<file path="src/rtl/csr_unit.sv">
// Machine-mode CSR file and trap controller for the RV32I core.
// Combinational CSR read port, 64-bit counters, registered PC redirect on trap/interrupt/mret.
module csr_unit #(
   parameter logic [31:0] HART_ID   = 32'd0,
   parameter logic [31:0] RESET_VEC = 32'h0000_0000
) (
   input  logic        clk,
   input  logic        reset,
   input  logic [11:0] csr_rd_addr,
   output logic [31:0] csr_rd_data,
   output logic        csr_illegal,
   input  logic        csr_wr,
   input  logic [11:0] csr_wr_addr,
   input  logic [31:0] csr_wr_data,
   input  logic [31:0] pc,
   input  logic        trap,
   input  logic        mret,
   input  logic        retire,
   input  logic        EIP,
   output logic        IRQ_complete,
   output logic        redirect_valid,
   output logic [31:0] redirect_pc
);

   localparam logic [11:0] A_MSTATUS  = 12'h300;
   localparam logic [11:0] A_MISA     = 12'h301;
   localparam logic [11:0] A_MIE      = 12'h304;
   localparam logic [11:0] A_MTVEC    = 12'h305;
   localparam logic [11:0] A_MSCRATCH = 12'h340;
   localparam logic [11:0] A_MEPC     = 12'h341;
   localparam logic [11:0] A_MCAUSE   = 12'h342;
   localparam logic [11:0] A_MIP      = 12'h344;
   localparam logic [11:0] A_MCYCLE   = 12'hB00;
   localparam logic [11:0] A_MINSTRET = 12'hB02;
   localparam logic [11:0] A_MCYCLEH  = 12'hB80;
   localparam logic [11:0] A_MINSTRH  = 12'hB82;
   localparam logic [11:0] A_CYCLE    = 12'hC00;
   localparam logic [11:0] A_INSTRET  = 12'hC02;
   localparam logic [11:0] A_CYCLEH   = 12'hC80;
   localparam logic [11:0] A_INSTRH   = 12'hC82;
   localparam logic [11:0] A_MHARTID  = 12'hF14;

   logic        mie_q, mie_d;
   logic        mpie_q, mpie_d;
   logic        meie_q, meie_d;
   logic [31:0] mtvec_q, mtvec_d;
   logic [31:0] mscratch_q, mscratch_d;
   logic [31:0] mepc_q, mepc_d;
   logic [31:0] mcause_q, mcause_d;
   logic [63:0] mcycle_q, mcycle_d;
   logic [63:0] minstret_q, minstret_d;
   logic        in_irq_q, in_irq_d;
   logic        redirect_valid_q, redirect_valid_d;
   logic [31:0] redirect_pc_q, redirect_pc_d;
   logic        irq_complete_q, irq_complete_d;

   logic        rd_impl_s;
   logic        wr_en_s;
   logic        take_trap_s;
   logic        take_irq_s;
   logic        take_mret_s;

   // Combinational read mux over the implemented CSR map.
   always_comb begin
      csr_rd_data = 32'd0;
      rd_impl_s   = 1'b1;
      case (csr_rd_addr)
         A_MSTATUS:            csr_rd_data = {24'd0, mpie_q, 3'd0, mie_q, 3'd0};
         A_MISA:               csr_rd_data = 32'h4000_0100;
         A_MIE:                csr_rd_data = {20'd0, meie_q, 11'd0};
         A_MTVEC:              csr_rd_data = mtvec_q;
         A_MSCRATCH:           csr_rd_data = mscratch_q;
         A_MEPC:               csr_rd_data = mepc_q;
         A_MCAUSE:             csr_rd_data = mcause_q;
         A_MIP:                csr_rd_data = {20'd0, EIP, 11'd0};
         A_MCYCLE,   A_CYCLE:   csr_rd_data = mcycle_q[31:0];
         A_MCYCLEH,  A_CYCLEH:  csr_rd_data = mcycle_q[63:32];
         A_MINSTRET, A_INSTRET: csr_rd_data = minstret_q[31:0];
         A_MINSTRH,  A_INSTRH:  csr_rd_data = minstret_q[63:32];
         A_MHARTID:            csr_rd_data = HART_ID;
         default: begin
            csr_rd_data = 32'd0;
            rd_impl_s   = 1'b0;
         end
      endcase
   end

   assign wr_en_s     = csr_wr & (csr_wr_addr[11:10] != 2'b11);
   assign csr_illegal = ~rd_impl_s | (csr_wr & (csr_wr_addr[11:10] == 2'b11));

   // trap beats interrupt beats mret
   assign take_trap_s = trap;
   assign take_irq_s  = ~trap & EIP & meie_q & mie_q;
   assign take_mret_s = ~trap & ~take_irq_s & mret;

   // Next-state: CSR writes first, then event updates override them.
   always_comb begin
      mie_d      = mie_q;
      mpie_d     = mpie_q;
      meie_d     = meie_q;
      mtvec_d    = mtvec_q;
      mscratch_d = mscratch_q;
      mepc_d     = mepc_q;
      mcause_d   = mcause_q;
      mcycle_d   = mcycle_q + 64'd1;
      minstret_d = retire ? (minstret_q + 64'd1) : minstret_q;
      in_irq_d   = in_irq_q;

      if (wr_en_s) begin
         case (csr_wr_addr)
            A_MSTATUS: begin
               mie_d  = csr_wr_data[3];
               mpie_d = csr_wr_data[7];
            end
            A_MIE:      meie_d     = csr_wr_data[11];
            A_MTVEC:    mtvec_d    = {csr_wr_data[31:2], 2'b00};
            A_MSCRATCH: mscratch_d = csr_wr_data;
            A_MEPC:     mepc_d     = {csr_wr_data[31:2], 2'b00};
            A_MCAUSE:   mcause_d   = csr_wr_data;
            A_MCYCLE:   mcycle_d   = {mcycle_q[63:32], csr_wr_data};
            A_MCYCLEH:  mcycle_d   = {csr_wr_data, mcycle_q[31:0]};
            A_MINSTRET: minstret_d = {minstret_q[63:32], csr_wr_data};
            A_MINSTRH:  minstret_d = {csr_wr_data, minstret_q[31:0]};
            default:    mie_d      = mie_q;
         endcase
      end else begin
         mie_d = mie_q;
      end

      if (take_trap_s || take_irq_s) begin
         mepc_d   = pc;
         mcause_d = take_trap_s ? 32'd3 : 32'h8000_000B;
         mpie_d   = mie_q;
         mie_d    = 1'b0;
         in_irq_d = take_irq_s ? 1'b1 : in_irq_q;
      end else if (take_mret_s) begin
         mie_d    = mpie_q;
         mpie_d   = 1'b1;
         in_irq_d = 1'b0;
      end else begin
         in_irq_d = in_irq_q;
      end

      redirect_valid_d = take_trap_s | take_irq_s | take_mret_s;
      irq_complete_d   = take_mret_s & in_irq_q;
      if (take_mret_s) begin
         redirect_pc_d = mepc_q;
      end else if (take_trap_s || take_irq_s) begin
         redirect_pc_d = mtvec_q;
      end else begin
         redirect_pc_d = redirect_pc_q;
      end
   end

   // State and registered-output flops.
   always_ff @(posedge clk or posedge reset) begin
      if (reset) begin
         mie_q            <= 1'b0;
         mpie_q           <= 1'b0;
         meie_q           <= 1'b0;
         mtvec_q          <= RESET_VEC;
         mscratch_q       <= 32'd0;
         mepc_q           <= 32'd0;
         mcause_q         <= 32'd0;
         mcycle_q         <= 64'd0;
         minstret_q       <= 64'd0;
         in_irq_q         <= 1'b0;
         redirect_valid_q <= 1'b0;
         redirect_pc_q    <= 32'd0;
         irq_complete_q   <= 1'b0;
      end else begin
         mie_q            <= mie_d;
         mpie_q           <= mpie_d;
         meie_q           <= meie_d;
         mtvec_q          <= mtvec_d;
         mscratch_q       <= mscratch_d;
         mepc_q           <= mepc_d;
         mcause_q         <= mcause_d;
         mcycle_q         <= mcycle_d;
         minstret_q       <= minstret_d;
         in_irq_q         <= in_irq_d;
         redirect_valid_q <= redirect_valid_d;
         redirect_pc_q    <= redirect_pc_d;
         irq_complete_q   <= irq_complete_d;
      end
   end

   assign redirect_valid = redirect_valid_q;
   assign redirect_pc    = redirect_pc_q;
   assign IRQ_complete   = irq_complete_q;

endmodule

</file>
<file path="config.mk">
export PLATFORM = sky130hd
export DESIGN_NAME = csr_unit
export DESIGN_NICKNAME = d
export VERILOG_FILES = /design/src/rtl/csr_unit.sv
export SDC_FILE = /design/constraint.sdc
export NUM_CORES = 1
export LEC_CHECK = 0
export BUFFER_PORTS_ARGS = -buffer_cell sky130_fd_sc_hd__buf_2
export CAP_MARGIN = 20
export CORE_MARGIN = 2
export CORE_UTILIZATION = 60
export CTS_CLUSTER_SIZE = 25
export DETAILED_ROUTE_END_ITERATION = 10
export HOLD_SLACK_MARGIN = 0.03
export PLACE_DENSITY = 0.81
export SLEW_MARGIN = 20
export SYNTH_ARGS = -nofsm -noshare
export SYNTH_HDL_FRONTEND = slang
export SYNTH_SLANG_ARGS = --single-unit
</file>
<file path="constraint.sdc">
create_clock -name clk -period 13 [get_ports clk]
set_clock_uncertainty 0.2 [all_clocks]
set_input_delay 1.3 -clock clk [delete_from_list [all_inputs] [get_ports clk]]
set_output_delay 1.3 -clock clk [all_outputs]
set_load 0.005 [all_outputs]
</file>
# Word-level counts from Yosys, hierarchy flattened

Index checks and enable logic that the tools add are counted.
W data, S select, Z words.

$add $sub $neg: 2
Equality and inequality tests: 34
Multiplexer cells: 27
Bitwise gates (word level): 14
Reductions and logical operators: 19

Operators by type and width:

| cell                    | count |
|---|---|
| $pmux W32 S12           | 1 |
| $mux W32                | 9 |
| $pmux W64 S2            | 2 |
| $mux W64                | 3 |
| $eq A12 B10 Y1 const B  | 14 |
| $eq A12 B12 Y1 const B  | 13 |
| $add A64 B1 Y64 const B | 2 |
| $reduce_or A17 Y1       | 1 |
| $reduce_and A2 Y1       | 7 |
| $mux W1                 | 12 |
| $ne A2 B2 Y1 const B    | 6 |
| $and A1 B1 Y1           | 8 |
| $reduce_bool A2 Y1      | 4 |
| $reduce_or A2 Y1        | 4 |
| $reduce_bool A3 Y1      | 2 |
| $not A1 Y1              | 3 |
| $or A1 B1 Y1            | 3 |
| $eq A2 B2 Y1 const B    | 1 |
| $logic_or A1 B1 Y1      | 1 |

Flip-flop bits (word level): 292
Input port bits: 95
Output and inout port bits: 67
Word-level logic and storage cells: 111

# Depth between registers and ports, before layout

Depth after elaboration: 9
Depth in mapped cells: 10

# Least setup slack after synthesis

Ideal clock, no wire load.

Path kind: input -> output
Start: input port csr_rd_addr[8]
End: output port csr_rd_data[10]
Data arrival time: 2.909 ns
Required time: 11.500 ns
Setup slack: 8.591 ns
Stages on the path: 7
Path buffers: 2
Path through: or3b_1 -> a2111oi_0 -> and2_1 -> clkbuf_1 -> clkbuf_1 -> a22oi_1 -> nand2_1

Cells in the longest elaborated chain, start to end: 3

RTL lines:

| what               | RTL line | RTL |
|---|---|---|
| start: declaration | 9        | `input logic [11:0] csr_rd_addr,` |
| $eq A12 B12 Y1     | 67       | `case (csr_rd_addr)` |
| $reduce_or A2 Y1   | 67       |  |
| $pmux W32 S12 (*)  | 67       |  |
| end: declaration   | 10       | `output logic [31:0] csr_rd_data,` |

Every way passes the cells marked *; elsewhere a longest branch is shown, timed or not.

# Worst setup path in the final report

Start: input port csr_rd_addr[5]
End: output port csr_rd_data[8]

Same word-level chain as after synthesis.

==> out/metrics.cfg <==
[hold_path]
min_path_type = reg -> reg
hold_end = mscratch_q[29]
hp-start = mscratch_q[29]
min_path_cells = 1

[synthesis]
synth_seq_cells = 292
syn-mean-instance-area_sq_um = 8.99
synthDistinctLibCells = 77
synth_edf_count = 0
synth_async_sr_flop_share_pct = 100
yosysSeqAreaShare_pct = 44.0
syn_area_sq_um = 16600
syn_nets = 1942
most_instantiated_flip_flop_cell_in_the_synthesis_netlist = dfrtp_1
postSynthCellCount = 1845
yosysWarningCount = 0

[layout]
mostFrequentLayoutCell = dfrtp_1
top_library_cells_by_usage_in_the_layout_fill_and_taps_aside = dfrtp_1, nand2_1, nor2_1
final_net_count = 2010
number_of_standard_cells_in_the_final_layout_excluding_fillers = 2281
final.fill_count = 2086
area_growth_pct = 12.0
finish.instance_area_sq_um = 18600
drive_above_1_share_pct = 18.5

[floorplan]
std_cell_rows = 60
fp.dieH_um = 170
io_pins = 162
design.core.area_sq_um = 27000
die-width_um = 170
die-area_sq_um = 29000
initial_core_util_pct = 61.4

[worst_setup_path]
worstPathRequired_ns = 11.50
worstPathMaxFanout = 32
timing.critical_path.cells = buf_2 > nor4b_2 > nand2b_1 > buf_4 > nor3_2 > buf_4 > a222oi_1 > o221ai_1 > a221o_1 > buf_2
criticalPathCategory = in -> out
regToRegEndpoint = minstret_q[52]
worstSetupStartpointType = primary input
max_stage_delay_ns = 0.69
reg2reg_depth = 6
worst_ep_arrival_time_ns = 4.10
crit-reg2reg-launch = minstret_q[11]
setup.reg_to_reg.worst_slack_ns = 9.69
crit_path_top_delay_cell = nor3_2
crit_path_end_kind = output pin

[pwr]
power_leakage_nw = 8.29
p_switching_mw = 0.563
power.total_mw = 2.14
power.density_nw_per_um2 = 115
switching_share_pct = 26.2
worst_vdd_rail_ir_drop_mv = 0.0764
pwr-share-comb_pct = 8.6
clkPwrFrac_pct = 44.0
sequentialPowerShare_pct = 47.4
cellInternalPower_mw = 1.58

[global_routing]
maximum_number_of_pins_on_one_net_before_global_route_repair = 96
grt_antenna_before_repair = 2
grtUsageTotal_pct = 41.3
gr-total-overflow = 0
grt_pass1_vias = 15800
first_pass_grt_wire_length_um = 92000

[sta]
timing.setup.tns_ns = 0
setup_viol = 0
worst_slack_ns = 7.40
unrepaired_setup_endpoints_after_global_routing = no
post_route_clock_period_utilization_pct = 43.1
max_slew.worst_pin.slew_ns = 1.21
relSlewSlack_pct = 19.5
min_period_ns = 5.60
max_freq_mhz = 179
final-hold-violation-count = 0
drv_slew = 0

[placed_design]
place.port_buffers = 161
dpl.hpwl_um = 40700
dpl_cells = 2218
gp_routability_congestion = 1.02
cell_area_placed_sq_um = 17500
placement.setup.worst_slack_ns = 7.52

[detailed_routing]
num_vias = 16700
final_routed_wirelength_um = 59800
drtPass1Iterations = 6
drt_first_iter_violations = 2548
drtAntennaViolNets = 0
wire_per_inst_um = 26.2
remaining_drc_errors = 0
vias_per_cell = 7.32

[clock_tree]
clock_buffers_created_by_tritoncts = 34
hold_fix_buffer_count_after_cts = 0
postCtsSetupBuffers = 0
clkSinkCount = 292
post_cts_resize_count = 0
cts_max_path_buffers = 3
cts.reportedPaths.clkPinSlew_ns = 0.05
tritoncts_clock_tree = done
clock_latency_ns = 0.52
cts-root-buf = clkbuf_16
htreeDepth = 2

[job]
max-cap-violations = 0

[run_status]
outcome = complete, no violations

## registers in the layout (all words and copies together), names as in the netlist
signal	flops
redirect_pc	32
mie_q	1
minstret_q	64
mpie_q	1
IRQ_complete	1
mcause_q	32
mtvec_q	30
mepc_q	32
mcycle_q	64
meie_q	1
mscratch_q	32
in_irq_q	1
redirect_valid	1
## cell usage after synthesis, types with 6 or more instances
cell type  count  area [sq um]
a221oi_1      32           280
buf_1         21          78.8
clkbuf_1      97           364
a222oi_1       6          60.1
a21oi_1      132           661
o211ai_1      12          90.1
a311oi_1       9          78.8
dfrtp_1      292          7310
inv_1         25          93.8
o32ai_1       25           219
and2_1        10          62.6
or3_1         10          62.6
nor3_1        48           240
o221a_2       14           158
o22ai_1       49           307
nand2_1      230           863
nor4_1        14          87.6
nand3_1       75           375
a31oi_1       10          62.6
mux2_2        63           709
nand4_1       32           200
and4_1        11          96.3
and3_1        24           150
nor2_1       186           698
o21ai_0       78           390
a22oi_1       87           653
buf_2         36           180
mux2i_1       70           701
a211oi_1      36           270
nor4_2         6          75.1
o21a_1         7          52.6
## critical path, delay by kind of cell
kind | cells | cell delay [ns]
AOI/OAI and AO/OA | 3 | 0.60
buffers and inverters | 4 | 0.95
and+or+nand+nor | 3 | 1.21
## stage by stage
stage | hold WS, ns | utilization, %
floorplan | 0.263 | -
global placement | 0.275 | 64.6
detailed placement | 0.295 | 64.6
CTS | 0.307 | 68.7
global route | 0.326 | 68.7
finish | 0.306 | 68.7
## metal layers
metal	GRT usage, %	routed length, um	share of wire [%]
met2	61.0	25600	43
met3	16.1	9640	16
met1	53.9	21400	36
met5	0	0	0
met4	18.5	3140	5.3
## how the worst max path moves through the flow
stage	from	endpoint	slack, ns	cells past startpoint
after floorplan	reset	IRQ_complete	3.44	1
after global placement	csr_rd_addr[5]	csr_rd_data[8]	7.63	10
after detailed placement	csr_rd_addr[5]	csr_rd_data[8]	7.52	10
after CTS	csr_rd_addr[5]	csr_rd_data[8]	7.52	10
after global routing	csr_rd_addr[5]	csr_rd_data[8]	7.23	10
final	csr_rd_addr[5]	csr_rd_data[8]	7.40	10
## power by group through the flow
stage / sequential [mW] / combinational, mW / clock (mW)
2_1_floorplan: 1.00 / 0.124 / 0
3_3_place_gp: 1.03 / 0.172 / 0
3_5_place_dp: 1.03 / 0.178 / 0
4_1_cts: 1.01 / 0.179 / 0.944
5_1_grt: 1.02 / 0.199 / 0.984
6_report: 1.02 / 0.184 / 0.944
## area by class of cell
class	instances	area, sq um	area share, %
diodes	3	7.51	0.0404
clock buffers	58	1080	5.84
clock inverters	2	10.0	0.0539
inverters	25	101	0.546
multi-input cells	1373	8640	46.5
flip-flops and latches	292	7310	39.3
well taps	341	427	2.30
repair buffers	187	1000	5.39
## kinds of logic (layout without fill, tap and decap cells)
kind of cell	Yosys count	after routing	synth area share, %
other	0	3	0
flip-flops	292	292	44.0
adder cells (fa/ha/maj)	2	2	0.151
AND/OR/NAND/NOR	700	700	21.1
buffers and inverters	180	272	4.35
multiplexers	133	133	8.50
AO/OA/AOI/OAI	535	535	21.7
XOR/XNOR	3	3	0.158
Power figures use the tool's default switching activity.
